[src/rtl/fetch_pkg.sv]
// Shared constants, state encoding and buffer entry type for the fetch sequencer.
package fetch_pkg;
    localparam int ADDR_W = 5;
    localparam int INST_W = 32;

    localparam logic [ADDR_W-1:0] PROG_BASE = 5'd1;  // word 0 holds the zero word
    localparam logic [ADDR_W-1:0] LAST_ADDR = 5'd31;
    localparam logic [INST_W-1:0] END_WORD  = 32'd0;

    typedef enum logic [1:0] {
        IDLE  = 2'd0,
        FETCH = 2'd1,
        HALT  = 2'd2
    } state_e;

    typedef struct packed {
        logic [INST_W-1:0] inst;
        logic [ADDR_W-1:0] pc;
    } entry_t;
endpackage

[src/rtl/fetch_fifo.sv]
// Circular fetch buffer of {inst, pc} entries with flush; head is the oldest entry.
module fetch_fifo
    import fetch_pkg::*;
#(
    parameter int  DEPTH = 2,
    localparam int CNT_W = $clog2(DEPTH + 1),
    localparam int PTR_W = (DEPTH > 1) ? $clog2(DEPTH) : 1
) (
    input  logic             clk,
    input  logic             reset,
    input  logic             push,
    input  logic             pop,
    input  logic             flush,
    input  entry_t           push_entry,
    output logic [CNT_W-1:0] count,
    output entry_t           head
);
    entry_t           mem_q [DEPTH];
    logic [PTR_W-1:0] rd_q, wr_q;
    logic [CNT_W-1:0] cnt_q, cnt_d;

    function automatic logic [PTR_W-1:0] ptr_inc(input logic [PTR_W-1:0] p);
        return (p == PTR_W'(DEPTH - 1)) ? '0 : p + 1'b1;
    endfunction

    // Occupancy after this cycle's push/pop; the caller guarantees legality.
    always_comb begin
        cnt_d = cnt_q + CNT_W'(push) - CNT_W'(pop);
    end

    // Storage and pointers; flush empties the buffer but leaves stale contents.
    always_ff @(posedge clk) begin
        if (reset) begin
            for (int i = 0; i < DEPTH; i++) mem_q[i] <= '0;
            rd_q  <= '0;
            wr_q  <= '0;
            cnt_q <= '0;
        end else if (flush) begin
            rd_q  <= '0;
            wr_q  <= '0;
            cnt_q <= '0;
        end else begin
            if (push) begin
                mem_q[wr_q] <= push_entry;
                wr_q        <= ptr_inc(wr_q);
            end
            if (pop) rd_q <= ptr_inc(rd_q);
            cnt_q <= cnt_d;
        end
    end

    assign count = cnt_q;
    assign head  = mem_q[rd_q];
endmodule

[src/rtl/fetch_sequencer.sv]
// Instruction fetch sequencer: walks the program from PROG_BASE into a small
// buffer, stops on the zero word or the last address, and honours redirects.
module fetch_sequencer
    import fetch_pkg::*;
#(
    parameter int DEPTH = 2
) (
    input  logic              clk,
    input  logic              reset,
    input  logic              start,
    input  logic              redirect_valid,
    input  logic [ADDR_W-1:0] redirect_addr,
    output logic [ADDR_W-1:0] imem_addr,
    input  logic [INST_W-1:0] imem_inst,
    output logic              out_valid,
    input  logic              out_ready,
    output logic [INST_W-1:0] out_inst,
    output logic [ADDR_W-1:0] out_pc,
    output logic              halted
);
    localparam int CNT_W = $clog2(DEPTH + 1);

    state_e            state_q, state_d;
    logic [ADDR_W-1:0] pc_q, pc_d;
    logic              push, pop, flush, handshake, room;
    logic [CNT_W-1:0]  count;
    entry_t            head;

    assign handshake = out_valid && out_ready;
    assign room      = (count < CNT_W'(DEPTH)) || handshake;

    // Next state, next fetch address and buffer control; redirect outranks everything.
    always_comb begin
        state_d = state_q;
        pc_d    = pc_q;
        push    = 1'b0;
        pop     = 1'b0;
        flush   = 1'b0;
        case (state_q)
            IDLE: begin
                if (start) begin
                    state_d = FETCH;
                    pc_d    = PROG_BASE;
                end
            end
            FETCH, HALT: begin
                if (redirect_valid) begin
                    flush   = 1'b1;
                    pc_d    = redirect_addr;
                    state_d = FETCH;
                end else begin
                    pop = handshake;
                    if (state_q == FETCH && room) begin
                        if (imem_inst == END_WORD) begin
                            state_d = HALT;
                        end else begin
                            push = 1'b1;
                            if (pc_q == LAST_ADDR) state_d = HALT;
                            else                   pc_d    = pc_q + 1'b1;
                        end
                    end
                end
            end
            default: state_d = IDLE;
        endcase
    end

    // State and fetch address registers.
    always_ff @(posedge clk) begin
        if (reset) begin
            state_q <= IDLE;
            pc_q    <= PROG_BASE;
        end else begin
            state_q <= state_d;
            pc_q    <= pc_d;
        end
    end

    fetch_fifo #(.DEPTH(DEPTH)) u_fifo (
        .clk        (clk),
        .reset      (reset),
        .push       (push),
        .pop        (pop),
        .flush      (flush),
        .push_entry ('{inst: imem_inst, pc: pc_q}),
        .count      (count),
        .head       (head)
    );

    assign imem_addr = pc_q;
    assign out_valid = (count != '0);
    assign out_inst  = head.inst;
    assign out_pc    = head.pc;
    assign halted    = (state_q == HALT);
endmodule

[config.mk]
export PLATFORM = sky130hd
export DESIGN_NAME = fetch_sequencer
export DESIGN_NICKNAME = d
export VERILOG_FILES = /design/src/rtl/fetch_pkg.sv /design/src/rtl/fetch_fifo.sv /design/src/rtl/fetch_sequencer.sv
export SDC_FILE = /design/constraint.sdc
export NUM_CORES = 1
export LEC_CHECK = 0
export ABC_AREA = 1
export CELL_PAD_IN_SITES_DETAIL_PLACEMENT = 0
export CELL_PAD_IN_SITES_GLOBAL_PLACEMENT = 1
export CORE_UTILIZATION = 40
export CTS_CLUSTER_DIAMETER = 100
export DETAILED_ROUTE_END_ITERATION = 10
export PLACE_DENSITY_LB_ADDON = 0.2
export SLEW_MARGIN = 15
export SYNTH_ARGS = -nofsm -noshare
export SYNTH_HDL_FRONTEND = slang
export SYNTH_SLANG_ARGS = --single-unit
[constraint.sdc]
create_clock -name clk -period 4.2 [get_ports clk]
set_clock_uncertainty 0.2 [all_clocks]
set_input_delay 0.63 -clock clk [delete_from_list [all_inputs] [get_ports clk]]
set_output_delay 0.63 -clock clk [all_outputs]
set_load 0.02 [all_outputs]
* Word-level counts from Yosys, hierarchy flattened
Memory sizes are Yosys's and may differ from the RTL's. A register that Yosys moved wholly into a read port is not among the register bits.
Index checks and enable logic that the tools add are counted.
** Operators by class
- Add/subtract/negate cells :: 5
- Multiply operators :: 0
- Div/mod/pow operators :: 0
- Magnitude comparators :: 1
- Equality and inequality tests :: 8
- Shift-type cells :: 0
- Multiplexer cells :: 33
- Bitwise logic cells :: 0
- Reduce and logical (&&, ||, !) cells :: 12
** Operators with widths (number)
- $mux 37 :: 1
- $reduce_or 37->1 :: 1
- $logic_not 32->1 :: 1
- $mux 5 :: 5
- $mux 1 :: 20
- $mux 2 :: 5
- $pmux 5 s2 :: 1
- $ne 3x3->1 const B :: 3
- $add 5x1->5 const B :: 1
- $eq 5x5->1 const B :: 1
- $reduce_and 5->1 :: 1
- $ne 4x4->1 const B :: 1
- $pmux 2 s2 :: 1
- $reduce_bool 2->1 :: 2
- $reduce_or 2->1 :: 2
- $reduce_and 3->1 :: 1
- $add 1x1->1 const B :: 2
- $add 2x1->2 :: 1
- $eq 2x1->1 const B :: 1
- $eq 2x2->1 const B :: 1
- $logic_and 1x1->1 :: 2
- $logic_not 2->1 :: 1
- $lt 2x2->1 const B :: 1
- $ne 2x2->1 const B :: 1
- 2 further kinds :: 2
** Word-level totals
- Register bits :: 11
- Bits in latches :: 0
- RAM bits :: 74
- Memory bits (read-only) :: 0
- Output and inout bits :: 44
- Logic and storage cells :: 65
- Memories kept :: 1
** Memories
- u_fifo.mem_q :: words 2, bits a word 37, read ports 1, clocked after Yosys merged registers in 1, write ports 2, RTL line fetch_fifo.sv:18 : entry_t mem_q [DEPTH];

* Depth between registers and ports, before layout
Gate-level depths: netlist (run 1).
- Word-level depth :: 13
- Gate-level depth with buffers :: 12
- Gate-level depth less buffers :: 12

* Hierarchy
Synthesis (run 1) repeated with hierarchy kept, for this count alone.
** Unflattened totals
- Cell total of the unflattened synthesis :: 395
- Area total of the unflattened synthesis :: 4155.2 sq um
** Modules (own cells, without submodules)
- fetch_fifo :: instances 1, cells each 267, area each 3434.5 sq um
- fetch_sequencer :: instances 1, cells each 128, area each 720.7 sq um

* Worst setup path before layout (run 1)
OpenSTA, ideal clock, no wires.
- Path type :: register -> register
- Start :: reg state_q[0]
- End :: mem u_fifo.mem_q[0][0] (netlist bit) (enable)
- Data arrival time :: 2.358 ns
- Data required time :: 3.605 ns
- Slack :: 1.247 ns
- Stages on the path, launching flop included :: 13
- Buffers on the path :: 2
- Cell sequence :: dfxtp_1 -> inv_1 -> ha_1 -> inv_2 -> nor2_8 -> inv_2 -> nor2_2 -> nand2_2 -> inv_2 -> nand3_2 -> buf_6 -> buf_6 -> nand2_1
** RTL lines
- from (decl) :: RTL line fetch_sequencer.sv:23 : state_e state_q, state_d;
- from (signal assigned) :: RTL line fetch_sequencer.sv:74 : state_q <= state_d;
- to (decl) :: RTL line fetch_fifo.sv:18

==> run_results.csv, run 1 <==
group,metric,value,unit
timing,worst-slew-pin-transition,917.2,ps
timing,hold-worst-slack,311.6,ps
layout,area_growth,27.88,%
timing,period_minus_slack,3095,ps
synth,postSynthCellCount,374,
global_route,grt_pass1_vias,2745,
synth,synth_compound_area_share,2.602,%
clock_tree,htree_levels,3,
floorplan,die_h,103.1,um
power_and_ir_drop,seqPwrFrac,53.8,%
layout,layout.cells.non_filler,600,
timing,setup_viol,0,
power_and_ir_drop,pwr-share-comb,15.8,%
route,wl,8014,um
clock_tree,numCtsBuffers,9,
floorplan,initial_utilization,41.63,%
power_and_ir_drop,power.internal,1.378,mW
clock_tree,cts_hold_buf,0,
worst_hold_path,hp-class,"flip-flop to flip-flop",
power_and_ir_drop,clockPowerShare,30.4,%
synth,synth_ff_type,"edfxtp_1",
synth,yosys_warnings,0,
synth,ys_async_sr_fraction,0,%
clock_tree,clkLatencyLatePin,340,ps
floorplan,die_x,103.1,um
layout,final_cell_mix,"clkdlybuf4s50_1, nor2_1, edfxtp_1, inv_1, mux2_2",
route,drtIter0Drc,71,
timing,slew_headroom,38.64,%
global_route,antenna_found_initial,0,
synth,synthAdderAreaFrac,2.449,%
setup_path,cp.required,3370,ps
power_and_ir_drop,peakVddDrop,174.8,uV
route,firstDrtPassIters,4,
synth,synth-edff-count,74,
placed_design,routabilityCongestion,0.7516,
power_and_ir_drop,powerDensity,352.8,nW/um2
route,final_antenna_net_count,0,
power_and_ir_drop,p_switching,0.4669,mW
timing,hold_violations,0,
timing,setup_tns,0,ps
outcome,status,"finished, final reports clean",
setup_path,path_max_fanout,37,
clock_tree,root_buffer,"clkbuf_8",
global_route,grt_max_degree,38,
layout,nets,512,
clock_tree,cts-resized-gates,0,
clock_tree,clock-sinks,86,
route,vias,2758,
placed_design,post-place-ws,1022,ps
timing,fmax,323.1,MHz
clock_tree,clk_pin_slew,80,ps
floorplan,die_area,10630,um2
floorplan,rows,36,
global_route,grt_pass1_wl,12740,um
synth,synthXorXnorAreaFrac,0.4285,%
synth,syn_nets,424,
setup_path,worstSetupStartpointType,"flip-flop",
synth,synth_cell_type_count,26,
floorplan,coreArea,9819,um2
placed_design,dpl.cell_count,584,
synth,synth.avg_cell_area,10.93,um2
route,drcViolationCount,0,
synth,muxShareOfSynthArea,10.19,%
synth,ys_seq_elements,86,
layout,diodes,0,
layout,final.fill_count,921,
global_route,grt_overflow,0,
synth,synth_top_family_by_area,"simple AND/OR/NAND/NOR gates",
placed_design,portBuffers,85,
run,cap_viol_max_count,0,
timing,slew_viol_final,0,
power_and_ir_drop,power_leakage,2.111,nW
power_and_ir_drop,sw_frac_of_total,25.31,%
layout,drive_above_1_share,20.13,%
timing,worst_slack,1105,ps
setup_path,path_class,"flip-flop to primary output",
route,wire_per_inst,13.36,um
setup_path,cp.arrival,2270,ps
placed_design,dp_hpwl,5305,um
synth,synth_seq_area_share,60.24,%
route,viasPerCell,4.597,
synth,synthSimpleGateAreaFrac,16.59,%
setup_path,worstSetupEndpointType,"primary output",
floorplan,ioPinCount,86,
global_route,grt_usage,16.22,%
synth,syn_area,4088,um2
timing,rsz0062_at_grt,"no",
clock_tree,cts_buffer_depth,2,
clock_tree,cts_tree,"yes",
timing,fin_crit_sh,73.69,%
layout,mostFrequentLayoutCell,"clkdlybuf4s50_1",
clock_tree,post_cts_buffers,0,
routing by layer:
layer / part of all wire (%) / up-vias / track usage, %
li1: - / 1395 / -
met1: 46 / 1296 / 19.89
met2: 48 / 60 / 28.31
met3: 4.3 / 7 / 3.525
met4: 1.0 / 0 / 5.525
met5: 0 / - / 0
registers in the layout (all words and copies together) (netlist names), named ones only:
| signal | count |
|---|---|
| u_fifo.count | 2 |
| imem_addr | 5 |
| u_fifo.wr_q | 1 |
| state_q | 2 |
| u_fifo.rd_q | 1 |
| u_fifo.mem_q | 74 |
worst paths after layout:
check                                 start                   to  slack, ps  cells after the start
worst min-delay path            u_fifo.rd_q            flip-flop        310                      2
worst max-delay path              flip-flop          out_inst[6]       1100                      2
worst max register to register   state_q[0]  u_fifo.mem_q[1][36]       1490                     10
worst min register to register  u_fifo.rd_q            flip-flop        310                      2
layout make-up:
cell class              count  area (um2)  area share, %
flip-flops and latches     86        2464          47.13
repair buffers             89       880.8          16.85
well taps                 133       166.4          3.183
clock inverters             4       47.55         0.9095
clock buffers              12       135.1          2.585
inverters                  56       210.2          4.021
multi-input cells         220        1324          25.32
per-stage QoR:
| step | power [mW] | utilization (%) | instance area (um2) |
|---|---|---|---|
| after CTS | 1.859 | 53.24 | 5228 |
| after detailed placement | 1.306 | 51.38 | 5045 |
| final | 1.844 | 53.24 | 5228 |
| after global routing | 1.931 | 53.24 | 5228 |
| after global placement | 1.304 | 51.38 | 5045 |
| after floorplan | 1.173 | - | 4088 |
cells in the mapped netlist (5+ instances only):
| library cell | instances | area, um2 |
|---|---|---|
| nor2_1 | 79 | 296.5 |
| edfxtp_1 | 74 | 2222 |
| inv_1 | 44 | 165.2 |
| nand2_1 | 38 | 142.6 |
| mux2_2 | 37 | 416.7 |
| nor2_2 | 20 | 125.1 |
| dfxtp_1 | 12 | 240.2 |
| inv_2 | 11 | 41.29 |
| nand3_1 | 11 | 55.05 |
| a21oi_1 | 10 | 50.05 |
| ha_1 | 8 | 100.1 |
| buf_6 | 6 | 67.56 |
| buf_2 | 5 | 25.02 |
| o21ai_0 | 5 | 25.02 |
cells by family (layout without fill, tap and decap cells):
kind of cell,count (synthesis),after routing
DFF,86,86
adders and majority gates,8,8
AOI/OAI and AO/OA,19,19
xor gates and xnor gates,2,2
buffers and inverters,68,161
muxes,37,37
and+or+nand+nor,154,154
power groups by stage:
stage	Sequential, mW	Combinational (mW)	Clock, mW
2_1_floorplan	1.02	0.157	0
3_3_place_gp	1.01	0.294	0
3_5_place_dp	1.01	0.294	0
4_1_cts	0.992	0.296	0.571
5_1_grt	0.997	0.324	0.609
6_report	0.992	0.292	0.561
critical path, cell delays in order, from the launching register on:
cell and delay (ps):
dfxtp_2 940, mux2_2 420, clkdlybuf4s50_1 550
(Power assumes the default switching activity.)
==> run 2: changes to the inputs <==
==> constraint.sdc (replaced) <==
create_clock -name clk -period 2.98 [get_ports clk]
set_clock_uncertainty 0.2 [all_clocks]
set_input_delay 0.447 -clock clk [delete_from_list [all_inputs] [get_ports clk]]
set_output_delay 0.447 -clock clk [all_outputs]
set_load 0.02 [all_outputs]
==> run 2 against run 1 <==
Against the previous run:
- register-to-register slack worse by 990 ps
- largest power group unchanged
- clock power rose by 71%
- via count rose by 0.58%
- core utilization increased by 1.5 points
- cell area is 2.7% higher
==> run_results.csv, run 2 (synthesis gave the netlist of run 1 again) <==
group,metric,value,unit
worst_hold_path,hp-start,"state_q[1]",
setup_path,worstSetupEndpointType,"primary output",
setup_path,path_class,"flip-flop to primary output",
route,drtIter0Drc,69,
layout,nets,518,
layout,largest-register,"u_fifo.mem_q",
setup_path,rr_endpoint,"u_fifo.mem_q[1][22]",
timing,setup_tns,0,ps
power_and_ir_drop,powerDensity,517.1,nW/um2
global_route,grt_usage,16.56,%
timing,worst-slew-pin-transition,425.6,ps
floorplan,die_area,10630,um2
layout,drive_above_1_share,21.56,%
floorplan,die_x,103.1,um
timing,setup_viol,0,
route,wl,8125,um
route,wire_per_inst,13.41,um
power_and_ir_drop,peakVddDrop,258.4,uV
route,drcViolationCount,0,
worst_hold_path,hp-class,"flip-flop to flip-flop",
clock_tree,htree_levels,3,
placed_design,routabilityCongestion,0.7667,
timing,rsz0062_at_grt,"no",
timing,fmax,360.2,MHz
power_and_ir_drop,power_leakage,2.184,nW
layout,stdcell_area,5370,um2
floorplan,initial_utilization,41.63,%
layout,largest_reg_flops,74,
clock_tree,root_buffer,"clkbuf_8",
setup_path,r2r_start,"state_q[0]",
worst_hold_path,hold_depth,2,
placed_design,portBuffers,85,
global_route,grt_max_degree,26,
placed_design,dpl_cell_area,5127,um2
setup_path,rr_worst_depth,11,
clock_tree,clock-sinks,86,
timing,slew_headroom,71.63,%
setup_path,reg2reg_slack,500,ps
timing,hold_violations,0,
floorplan,rows,36,
clock_tree,cts_tree,"yes",
layout,final_cell_mix,"clkdlybuf4s50_1, nor2_1, edfxtp_1, inv_1, mux2_2",
route,viasPerCell,4.578,
timing,slew_viol_final,0,
global_route,antenna_found_initial,0,
setup_path,cp.arrival,2130,ps
run,cap_viol_max_count,0,
floorplan,coreArea,9819,um2
setup_path,worstSetupStartpointType,"flip-flop",
global_route,grt_pass1_wl,12880,um
outcome,status,"finished, final reports clean",
layout,diodes,0,
timing,period_minus_slack,2776,ps
layout,mostFrequentLayoutCell,"clkdlybuf4s50_1",
clock_tree,cts_buffer_depth,2,
clock_tree,post_cts_buffers,0,
global_route,grt_overflow,0,
setup_path,cp.required,2330,ps
layout,area_growth,31.37,%
route,firstDrtPassIters,4,
clock_tree,clkLatencyLatePin,350,ps
power_and_ir_drop,fin_total_pwr,2.777,mW
clock_tree,cts_hold_buf,0,
timing,fin_crit_sh,93.16,%
clock_tree,numCtsBuffers,9,
worst_hold_path,holdPathEnd,"state_q[1]",
global_route,grt_pass1_vias,2761,
route,final_antenna_net_count,0,
setup_path,path_max_fanout,15,
clock_tree,clk_pin_slew,80,ps
floorplan,ioPinCount,86,
route,vias,2774,
clock_tree,cts-resized-gates,0,
placed_design,dp_hpwl,5804,um
floorplan,die_h,103.1,um
[run 2: cell count changes in the layout (fill, tap and decap cells not counted)]
| cell | previous run | this run |
|---|---|---|
| clkbuf_1 | 3 | 0 |
| clkinvlp_4 | 1 | 0 |
| clkbuf_8 | 9 | 13 |
| bufinv_16 | 1 | 2 |
| buf_4 | 4 | 7 |
| buf_12 | 0 | 3 |
| clkinv_1 | 1 | 2 |
| clkinv_2 | 2 | 0 |
[run 2: critical path, cell delays in order, from the launching register on]
cell,delay [ps]
dfxtp_2,600
buf_4,270
mux2_2,360
clkdlybuf4s50_1,540
[run 2: worst max path at each step]
stage / start / end / slack (ps)
global route: flip-flop / out_inst[10] / 110
detailed placement: imem_inst[21] / u_fifo.mem_q[1][26] / 290
finish: flip-flop / out_inst[10] / 200
CTS: flip-flop / out_inst[15] / 170
global placement: imem_inst[20] / u_fifo.mem_q[1][26] / 330
floorplan: state_q[0] / u_fifo.mem_q[0][0] / 30
[run 2: metal layers]
layer / up-vias / GRT usage, % / share of wire [%]
li1: 1405 / - / -
met3: 11 / 4.271 / 4.8
met5: - / 0 / 0
met2: 54 / 27.69 / 49
met4: 0 / 7.151 / 1.7
met1: 1304 / 20.32 / 45
[run 2: cell type report]
cell class	count	area, um2
well taps	133	166.4
flip-flops and latches	86	2464
clock buffers	13	178.9
repair buffers	95	963.4
clock inverters	3	63.81
fillers	932	4449
inverters	56	210.2
multi-input cells	220	1324
[run 2: where the power goes]
group | leakage [nW] | switching [mW] | internal (mW)
sequential | 0.863 | 0.0317 | 1.36
combinational | 1.20 | 0.224 | 0.196
clock | 0.123 | 0.399 | 0.561
[run 2: metrics by stage]
step | std cells | setup WS, ps | hold WS [ps] | util, %
2_1_floorplan | 374 | 26.90 | 265.7 | -
3_3_place_gp | 590 | 325.6 | 282.4 | 52.22
3_5_place_dp | 590 | 287.7 | 301.8 | 52.22
4_1_cts | 606 | 167.8 | 319.8 | 54.69
5_1_grt | 606 | 108.9 | 356.1 | 54.69
6_report | 606 | 203.8 | 312.0 | 54.69
==> run 3: changes to the inputs <==
--- a/config.mk
+++ b/config.mk
@@ -8,7 +8,8 @@
 export ABC_AREA = 1
 export CELL_PAD_IN_SITES_DETAIL_PLACEMENT = 0
 export CELL_PAD_IN_SITES_GLOBAL_PLACEMENT = 1
-export CORE_UTILIZATION = 40
+export CORE_MARGIN = 2
+export CORE_UTILIZATION = 35
 export CTS_CLUSTER_DIAMETER = 100
 export DETAILED_ROUTE_END_ITERATION = 10
 export PLACE_DENSITY_LB_ADDON = 0.2
==> run 3 against run 2 <==
Against the previous run:
- hold slack lost 13 ps
- sequential cell count is the same
- first-iteration DRC count grew 20%
- clock power grew 9%
- total power grew 3.1%
- largest power group unchanged
- critical endpoint is now u_fifo.mem_q[1][21]
- sequential share of layout area shrank 0.13 points
- count of clock-buffer cells in the layout shrank 4
- critical path depth grew 8
- maximum frequency grew 8.9%
- die area grew 18%
==> run_results.csv, run 3 (synthesis gave the netlist of run 1 again) <==
group,metric,value,unit
clock_tree,cts_hold_buf,0,
layout,diodes,0,
layout,drive_above_1_share,20.94,%
route,drcViolationCount,0,
floorplan,die_area,12560,um2
global_route,grt_pass1_vias,2772,
clock_tree,numCtsBuffers,9,
layout,mostFrequentLayoutCell,"clkdlybuf4s50_1",
outcome,status,"finished, final reports clean",
global_route,grt_pass1_wl,13520,um
placed_design,routabilityCongestion,0.7773,
power_and_ir_drop,power_leakage,2.175,nW
global_route,met1_usage,17.12,%
layout,nets,513,
placed_design,portBuffers,85,
global_route,grt_usage,13.65,%
floorplan,coreArea,11420,um2
setup_path,cp.arrival,2320,ps
power_and_ir_drop,sw_frac_of_total,25.52,%
layout,final_cell_mix,"clkdlybuf4s50_1, nor2_1, edfxtp_1, inv_1, mux2_2",
route,drtIter0Drc,83,
setup_path,critical_path_buf_inv_count,5,
global_route,grt_overflow,0,
layout,multi_input_area,1324,um2
setup_path,path_max_fanout,37,
route,viasPerCell,4.581,
timing,period_minus_slack,2549,ps
clock_tree,root_buffer,"clkbuf_16",
run,cap_viol_max_count,0,
clock_tree,cts-resized-gates,0,
power_and_ir_drop,powerDensity,531.7,nW/um2
route,final_antenna_net_count,0,
power_and_ir_drop,peakVddDrop,259.3,uV
power_and_ir_drop,seqPwrFrac,48.8,%
power_and_ir_drop,p_switching,0.7306,mW
route,wire_per_inst,13.83,um
route,wl,8450,um
clock_tree,cts_tree,"yes",
layout,seqCellArea,2464,um2
power_and_ir_drop,power.internal,2.132,mW
floorplan,rows,39,
power_and_ir_drop,pwr-share-comb,14.5,%
power_and_ir_drop,clockPowerShare,36.7,%
setup_path,cp_common_cell,"inv_2",
timing,setup_tns,0,ps
global_route,use_met3,3.726,%
route,firstDrtPassIters,4,
worst_hold_path,hp-class,"flip-flop to flip-flop",
layout,largest-register,"u_fifo.mem_q",
layout,largest_reg_flops,74,
setup_path,critPathTopFamily,"buffers and inverters",
timing,setup_viol,0,
route,vias,2799,
global_route,antenna_found_initial,0,
floorplan,die_h,112.1,um
setup_path,path_class,"flip-flop to flip-flop",
timing,fmax,392.3,MHz
clock_tree,clkLatencyLatePin,330,ps
clock_tree,clk_pin_slew,60,ps
timing,slew_viol_final,0,
global_route,grt_max_degree,38,
global_route,busiest_layer,"met2",
placed_design,dp_hpwl,5513,um
global_route,grt_use_met2,23.23,%
setup_path,cpMaxStageDelayCell,"buf_4",
layout,utilization,47.16,%
setup_path,cpPeakStageDelay,450,ps
timing,hold_violations,0,
timing,rsz0062_at_grt,"no",
setup_path,worstSetupEndpointType,"flip-flop",
setup_path,crit_path_cell_trace,"inv_1 -> ha_1 -> inv_2 -> nor2_8 -> inv_2 -> nor2_2 -> nand2_2 -> inv_2 -> nand3_2 -> nand2_2 -> buf_4",
clock_tree,post_cts_buffers,0,
layout,final.fill_count,1115,
floorplan,die_x,112.1,um
timing,fin_crit_sh,85.55,%
setup_path,cp.required,2750,ps
layout,area_growth,31.74,%
floorplan,ioPinCount,86,
timing,slew_headroom,65.73,%
clock_tree,cts_buffer_depth,2,
timing,worst-slew-pin-transition,514.1,ps
clock_tree,htree_levels,3,
setup_path,worstSetupStartpointType,"flip-flop",
clock_tree,clock-sinks,86,
floorplan,initial_utilization,35.80,%
[run 3: cell type report]
| type | instances | area share, % |
|---|---|---|
| clock inverters | 7 | 1.069 |
| clock buffers | 9 | 4.182 |
| inverters | 56 | 3.903 |
| multi-input cells | 220 | 24.58 |
| well taps | 143 | 3.323 |
| flip-flops and latches | 86 | 45.75 |
| repair buffers | 90 | 17.19 |
[run 3: path summary, 6_finish.rpt]
kind	from	end	slack (ps)	cells after the start
max	state_q[0]	u_fifo.mem_q[1][21]	430	11
max reg2reg	state_q[0]	u_fifo.mem_q[1][21]	430	11
min	state_q[1]	state_q[1]	300	2
min reg2reg	state_q[1]	state_q[1]	300	2
[run 3: through the flow]
step / std cells / hold slack, ps / total power [mW] / setup WS [ps] / instance area, um2
2_1_floorplan: 374 / 265.7 / 1.653 / 26.90 / 4088
3_3_place_gp: 595 / 281.5 / 1.843 / 190.5 / 5102
3_5_place_dp: 595 / 293.8 / 1.846 / 160.1 / 5102
4_1_cts: 611 / 306.4 / 2.891 / 375.2 / 5385
5_1_grt: 611 / 326.6 / 2.989 / 242.4 / 5385
6_report: 611 / 298.7 / 2.863 / 430.6 / 5385
[run 3: power by group through the flow]
stage | Combinational (mW) | Sequential, mW | Clock, mW
after floorplan | 0.221 | 1.43 | 0
after detailed placement | 0.421 | 1.43 | 0
final | 0.415 | 1.40 | 1.05
after global routing | 0.460 | 1.41 | 1.12
after global placement | 0.420 | 1.42 | 0
after CTS | 0.423 | 1.40 | 1.07
[run 3: tightest hold or removal path, cell delays in order, from the launching register on]
cell and delay [ps]:
dfxtp_1 330, nand2_1 70, a21oi_1 50
[run 3: routing by layer]
| metal | part of all wire (%) | wire length, um | up-vias |
|---|---|---|---|
| met2 | 51 | 4271 | 59 |
| li1 | - | - | 1391 |
| met4 | 0.73 | 62 | 0 |
| met1 | 44 | 3685 | 1345 |
| met3 | 5.1 | 430 | 4 |
| met5 | 0 | 0 | - |
